===== src/rtl/random_shot_dispatcher.sv =====
// Turns the slow random index into one lane-based shot request at a time, with a
// cooldown between shots and no back-to-back repeat of the same lane.
module random_shot_dispatcher #(
  parameter int unsigned NUM_LANES = 24,
  parameter int unsigned LANE_W    = 26,
  parameter int unsigned X_OFFSET  = 16,
  parameter int unsigned COOLDOWN  = 45000000,
  parameter bit          AVOID_REP = 1'b1
) (
  input  logic        clk,
  input  logic        reset,
  input  logic        enable,
  input  logic [8:0]  rnd_in,
  input  logic        shot_ready,
  output logic        shot_valid,
  output logic [4:0]  shot_lane,
  output logic [9:0]  shot_x,
  output logic        busy,
  output logic [15:0] shots_issued
);

  localparam int unsigned CNT_W = (COOLDOWN > 1) ? $clog2(COOLDOWN) : 1;
  localparam logic [CNT_W-1:0] CNT_LOAD = CNT_W'(COOLDOWN - 1);
  localparam logic [8:0] LANES_9 = 9'(NUM_LANES);
  localparam logic [4:0] LAST_LANE = 5'(NUM_LANES - 1);

  typedef enum logic [2:0] {
    S_IDLE,
    S_WAIT,
    S_REDUCE,
    S_PICK,
    S_OFFER
  } state_t;

  state_t           state_q, state_d;
  logic [CNT_W-1:0] cnt_q, cnt_d;
  logic [8:0]       rem_q, rem_d;
  logic [4:0]       last_q, last_d;
  logic [4:0]       lane_q, lane_d;
  logic [9:0]       x_q, x_d;
  logic             valid_q, valid_d;
  logic [15:0]      shots_issued_q, shots_issued_d;

  logic [4:0]       lane_pick;
  logic [31:0]      x_full;

  // Lane choice only matters in PICK, where rem_q is already below NUM_LANES.
  always_comb begin
    lane_pick = rem_q[4:0];
    if (AVOID_REP && (lane_pick == last_q)) begin
      lane_pick = (lane_pick == LAST_LANE) ? 5'd0 : lane_pick + 5'd1;
    end
    x_full = X_OFFSET + LANE_W * {27'd0, lane_pick};
  end

  always_comb begin
    state_d        = state_q;
    cnt_d          = cnt_q;
    rem_d          = rem_q;
    last_d         = last_q;
    lane_d         = lane_q;
    x_d            = x_q;
    valid_d        = valid_q;
    shots_issued_d = shots_issued_q;
    case (state_q)
      S_IDLE: begin
        if (enable) begin
          cnt_d   = CNT_LOAD;
          state_d = S_WAIT;
        end
      end
      S_WAIT: begin
        if (!enable) begin
          state_d = S_IDLE;
        end else if (cnt_q == '0) begin
          rem_d   = rnd_in;
          state_d = S_REDUCE;
        end else begin
          cnt_d = cnt_q - 1'b1;
        end
      end
      S_REDUCE: begin
        if (!enable) begin
          state_d = S_IDLE;
        end else if (rem_q >= LANES_9) begin
          rem_d = rem_q - LANES_9;
        end else begin
          state_d = S_PICK;
        end
      end
      S_PICK: begin
        if (!enable) begin
          state_d = S_IDLE;
        end else begin
          lane_d  = lane_pick;
          x_d     = x_full[9:0];
          last_d  = lane_pick;
          valid_d = 1'b1;
          state_d = S_OFFER;
        end
      end
      S_OFFER: begin
        // The offer is never dropped once made; enable only decides where to go after it.
        if (valid_q && shot_ready) begin
          valid_d = 1'b0;
          if (shots_issued_q != 16'hFFFF) begin
            shots_issued_d = shots_issued_q + 16'd1;
          end
          if (enable) begin
            cnt_d   = CNT_LOAD;
            state_d = S_WAIT;
          end else begin
            state_d = S_IDLE;
          end
        end
      end
      default: begin
        state_d = S_IDLE;
        valid_d = 1'b0;
      end
    endcase
  end

  always_ff @(posedge clk) begin
    if (reset) begin
      state_q        <= S_IDLE;
      cnt_q          <= '0;
      rem_q          <= '0;
      last_q         <= 5'h1F;
      lane_q         <= '0;
      x_q            <= '0;
      valid_q        <= 1'b0;
      shots_issued_q <= '0;
    end else begin
      state_q        <= state_d;
      cnt_q          <= cnt_d;
      rem_q          <= rem_d;
      last_q         <= last_d;
      lane_q         <= lane_d;
      x_q            <= x_d;
      valid_q        <= valid_d;
      shots_issued_q <= shots_issued_d;
    end
  end

  assign shot_valid   = valid_q;
  assign shot_lane    = lane_q;
  assign shot_x       = x_q;
  assign busy         = (state_q != S_IDLE);
  assign shots_issued = shots_issued_q;

endmodule

===== config.mk =====
export PLATFORM = sky130hd
export DESIGN_NAME = random_shot_dispatcher
export DESIGN_NICKNAME = d
export VERILOG_FILES = /design/src/rtl/random_shot_dispatcher.sv
export SDC_FILE = /design/constraint.sdc
export NUM_CORES = 1
export LEC_CHECK = 0
export BUFFER_PORTS_ARGS = -buffer_cell sky130_fd_sc_hd__buf_2
export CAP_MARGIN = 20
export CORE_MARGIN = 3
export CORE_UTILIZATION = 50
export DETAILED_ROUTE_END_ITERATION = 7
export PLACE_DENSITY = 0.7
export SYNTH_ARGS = -nofsm -noshare
export SYNTH_HDL_FRONTEND = slang
export SYNTH_SLANG_ARGS = --single-unit

===== constraint.sdc =====
create_clock -name clk -period 10.4 [get_ports clk]
set_clock_uncertainty 0.15 [all_clocks]
set_input_delay 2.08 -clock clk [delete_from_list [all_inputs] [get_ports clk]]
set_output_delay 2.08 -clock clk [all_outputs]
set_load 0.005 [all_outputs]

### Word-level counts from Yosys, hierarchy flattened

Cells that the tools add are included.

* $mul: 1
* bitwise operators: 1
* equality and inequality tests: 17
* magnitude comparators: 1
* reduce and logical (&&, ||, !) cells: 13
* $add $sub $neg: 5
* muxes and demuxes: 24

Operator list (number)
* 26-bit two-way mux: 4
* 26-bit case mux with 3 select lines: 1
* 9-bit two-way mux: 4
* 26-bit logical NOT: 1
* 26-bit by 1-bit subtractor with 26-bit output, second input constant: 1
* 3-bit two-way mux: 7
* 9-bit case mux with 2 select lines: 1
* 16-bit by 1-bit adder with 16-bit output, second input constant: 1
* 16-bit != test, second input constant: 1
* 2-bit != test, second input constant: 8
* 3-bit case mux with 5 select lines: 1
* 5-bit by 10-bit adder with 10-bit output, first input constant: 1
* 5-bit two-way mux: 2
* 9-bit by 5-bit greater-or-equal comparator with 1-bit output, second input constant: 1
* 4-bit by 5-bit multiplier with 9-bit output, first input constant: 1
* 9-bit by 5-bit subtractor with 9-bit output, second input constant: 1
* 4-bit AND reduction: 2
* 3-bit by 2-bit equality test with 1-bit output, second input constant: 2
* 3-bit != test, second input constant: 2
* 3-bit AND reduction: 2
* 3-bit nonzero test: 2
* 5-bit by 1-bit adder with 5-bit output, second input constant: 1
* 5-bit equality test: 1
* 5-bit equality test, second input constant: 1
* 11 further kinds: 13

* bits in registers: 75
* logic and storage cells: 70
* input bits: 13

### Logic depth before layout (Yosys ltp)

* word-level depth: 5
* mapped depth: 18
* mapped depth without buffers: 17

### Worst setup path before layout

Ideal clock, no wire load.

* kind: flip-flop to flip-flop
* from: reg rem_q[2]
* to: reg x_q[9] (netlist: shot_x[9])
* data required time: 10.180 ns
* cell stages (with the launch flop): 18
* buffers on the path: 1
* data arrival time: 3.938 ns
* slack: 6.242 ns
* cells stage by stage: dfxtp_1 clkbuf_1 xnor2_1 nand3_1 nor3_1 nand2_1 xor2_1 inv_1 ha_1 inv_1 fa_1 fa_1 nand2b_1 a21oi_1 xor2_1 and4_1 xor3_1 a21oi_1

* word-level cells in the longest chain between the ends: 5
* elaborated cells between the ends (all ways): 7
* classes of those cells: add/sub: 2; mul: 1; eq/ne: 2; mux: 2

RTL lines
* start: declaration: RTL line 37 `logic [8:0] rem_q, rem_d;`
* start signal: assignment: RTL line 137 `rem_q <= rem_d;`
* 5-bit by 1-bit adder with 5-bit output or 5-bit equality test (tied branches): RTL line 51 `lane_pick = (lane_pick == LAST_LANE) ? 5'd0 : lane_pick + 5'd1;`
* 5-bit two-way mux: RTL line 51
* 5-bit two-way mux *: RTL line 50 `if (AVOID_REP && (lane_pick == last_q)) begin`
* named net lane_pick[2]: RTL line 44 `logic [4:0] lane_pick;`
* 4-bit by 5-bit multiplier with 9-bit output *: RTL line 53 `x_full = X_OFFSET + LANE_W * {27'd0, lane_pick};`
* 5-bit by 10-bit adder with 10-bit output *: RTL line 53
* end signal: assignment: RTL line 131 `x_q <= '0;`
* end signal: assignment: RTL line 140 `x_q <= x_d;`
* end: declaration: RTL line 40 `logic [9:0] x_q, x_d;`

Mark *: on every way through the listed nets, which the timed path passes. The rest lies on a longest branch.
A chain may end at the register's enable or synchronous reset.

### Worst setup path after layout

* from: reg rem_q[4]
* to: reg x_q[9] (netlist: shot_x[9])

* word-level cells in the longest chain between the ends: 5
* elaborated cells between the ends (all ways): 7
* classes of those cells: add/sub: 2; mul: 1; eq/ne: 2; mux: 2

RTL lines (RTL line)
* 5-bit equality test: 51
* 5-bit two-way mux: 51
* 5-bit two-way mux *: 50
* named net lane_pick[2]: 44
* 4-bit by 5-bit multiplier with 9-bit output *: 53
* 5-bit by 10-bit adder with 10-bit output *: 53

Marked as above.

==> run metrics <==
RSZ-0062 raised after global routing false; Via density 5.48; P&R area growth vs syn 11.3%; worst hold path class reg -> reg; commonest cells after routing, fill and taps aside dfxtp_1 (72), nor2_1 (61), buf_2 (44); run status finished clean; core area 0.00745 sq mm; Die Span X 95.0 um; Post-synth ARST share 0; placed insts 577; Cell variety after synth 55; Initial Utilization 0.532; TritonCTS Buffers 9; IO buf count 44; CTS tree yes; fin crit share 0.426; Max clock buf depth 2; fillers 707; RePlAce Congestion 0.855; Mapped Nets 492; most common cell after layout, fill and taps aside dfxtp_1; Finish-stage setup viols 0; Routed Antenna Nets 0; ys flop type dfxtp_1; Max-slew headroom 0.365; # DRC 0; Multi-input gate area 0.00232 sq mm; post-CTS setup buffers 0; CP Launch Type register; Power Density 135 mW/mm^2; cell mode on critical path inv_1; GRT Total Usage 0.191; slowest stage delay, CP 0.56 ns; CTS Hold Bufs 0; WP data arrival 4.56 ns; clk sink count 72; final instance area 0.00441 sq mm; grt total ovfl 0; worst-margin pin slew 0.950 ns; Die H 95.0 um; DR WL/cell 13.5 um; H-tree depth 3; CP max-delay cell fa_1; cell row count 31; Synth Cell Area 0.00396 sq mm; Max rail drop VDD 0.0000744 V; post-CTS resize count 0; HPWL after detailed placement 5580 um; total die area 0.00902 sq mm; pin count of the biggest net entering global routing 54; Register Area 0.00144 sq mm; synth top area cells dfxtp_1 (36%), ha_1 (6.3%), nor2_1 (5.8%); Top Ports 46; post-route insts no fill 593; TritonRoute pass-1 iters 4; Skew-Pair Late Insertion Delay 0.35 ns; Syn Inst Count 457; first-pass GRT wire length 13700 um; Critical Path End Type register; worst-path fanout max 9; final hold vios 0; yosys warns 0; Layout Utilization 0.592; Max Cap Viol 0; Lkg Pwr 1.87 nW; routed wire length 8030 um; sequential share of the synthesized area 0.364; Reg clk slew, reported paths 0.08 ns; WHS 0.308 ns; Ant. Diodes 0; setup_tns 0 ns; fin nets 524; Yosys reg bits 72; dominant cell type by area after synthesis dfxtp_1; initial antenna violation count 0; Max Fclk 226 MHz; routed vias 3250; Root Buffer clkbuf_8; post-synth top area share 0.364; initial drt markers 144; layout cells sized above 1 0.168; dpl cell area 0.00418 sq mm; critical setup path kind reg -> reg; Final min period 4.43 ns; Final Max Slew Viols 0; CP required 10.53 ns; Synth Area per Inst 8.66 sq um; critical path cell sequence xnor2_1 -> nand3_1 -> nor3_1 -> nand2_1 -> xor2_1 -> inv_1 -> ha_1 -> inv_1 -> fa_1 -> inv_1 -> ha_1 -> a21o_1 -> a21oi_1 -> xnor2_1 -> and4_1 -> xor3_1 -> a21oi_1; vias in the first global route 2997; EDFF count, synth 0
[final cells by class]
cell class | count | share of cell area
multi-input combinational | 343 | 0.526
sequential | 72 | 0.327
timing repair buffer | 45 | 0.0517
clock buffer | 10 | 0.0312
tap | 99 | 0.0281
clock inverter | 6 | 0.0207
inverter | 18 | 0.0153
[synth_stat cells (2+ instances only)]
cell,instances
xnor2_1,26
and4_1,4
xor2_1,18
a311oi_1,4
nor3b_1,2
mux2_2,2
a21o_1,2
buf_6,3
nand3_1,13
buf_4,5
a21oi_1,37
nor2_1,61
ha_1,20
or4_4,2
nand4_1,6
nand2b_1,5
nor2b_1,6
a211oi_1,10
and2_1,6
a2111oi_0,2
and3_1,7
inv_1,18
a32o_1,2
or3_1,5
mux2i_1,6
fa_1,2
clkbuf_1,15
dfxtp_1,72
nor3_1,8
nor4_1,8
o31ai_1,2
nand2_1,30
or2_2,4
o21ai_0,18
a311oi_2,5
or4_1,2
[registers in the layout, summed over array words and instances (netlist names)]
register,cells
cnt_q,26
last_q,5
rem_q,9
shot_lane,5
shot_valid,1
shot_x,7
shots_issued,16
state_q,3
[worst max-delay path, delay by kind of cell, from the launching register on]
kind / cells / cell delay [ns]
DFF: 1 / 0.51
buffers and inverters: 3 / 0.24
xor gates and xnor gates: 4 / 0.82
AOI/OAI and AO/OA: 3 / 0.51
and+or+nand+nor: 4 / 1.01
adders and majority gates: 3 / 1.14
[logic make-up (layout without fill, tap and decap cells)]
kind of cell	Yosys count	count (layout)	share of synthesized area
simple gates	178	178	0.234
compound gates	89	89	0.153
flops	72	72	0.364
xor+xnor	45	45	0.103
buf+inv	42	79	0.0506
fa+ha+maj	22	22	0.0733
mux	8	8	0.0209
other cells	1	1	0.000947
[layer usage]
layer | global-route usage | wire length, um | up-vias
li1 | - | - | 1666
met1 | 0.245 | 3780 | 1499
met2 | 0.315 | 3690 | 75
met3 | 0.0590 | 466 | 10
met4 | 0.0469 | 92 | 0
met5 | 0 | 0 | -
[path summary, 6_finish.rpt]
kind                          start                      to  slack, ns  cells after the start
max           rem_q[4]$_SDFFE_PP0P_  shot_x[9]$_SDFFE_PP0P_       5.97                     17
max reg2reg   rem_q[4]$_SDFFE_PP0P_  shot_x[9]$_SDFFE_PP0P_       5.97                     17
min          shot_x[3]$_SDFFE_PP0P_  shot_x[3]$_SDFFE_PP0P_       0.31                      2
min reg2reg  shot_x[3]$_SDFFE_PP0P_  shot_x[3]$_SDFFE_PP0P_       0.31                      2
[metrics by stage]
stage / setup slack [ns] / total power, mW
floorplan: 6.24 / 0.340
finish: 5.97 / 0.597
CTS: 5.94 / 0.603
detailed placement: 5.97 / 0.350
global route: 5.48 / 0.623
global placement: 6.15 / 0.348
[power breakdown]
group          leakage (nW)  total, mW  switching (mW)  internal, mW
sequential            0.585      0.290         0.00742         0.283
clock                 0.117      0.253           0.110         0.143
combinational          1.17     0.0532          0.0315        0.0216
total                  1.87      0.597           0.149         0.448
Note: power is estimated with default switching activity, not from simulation.
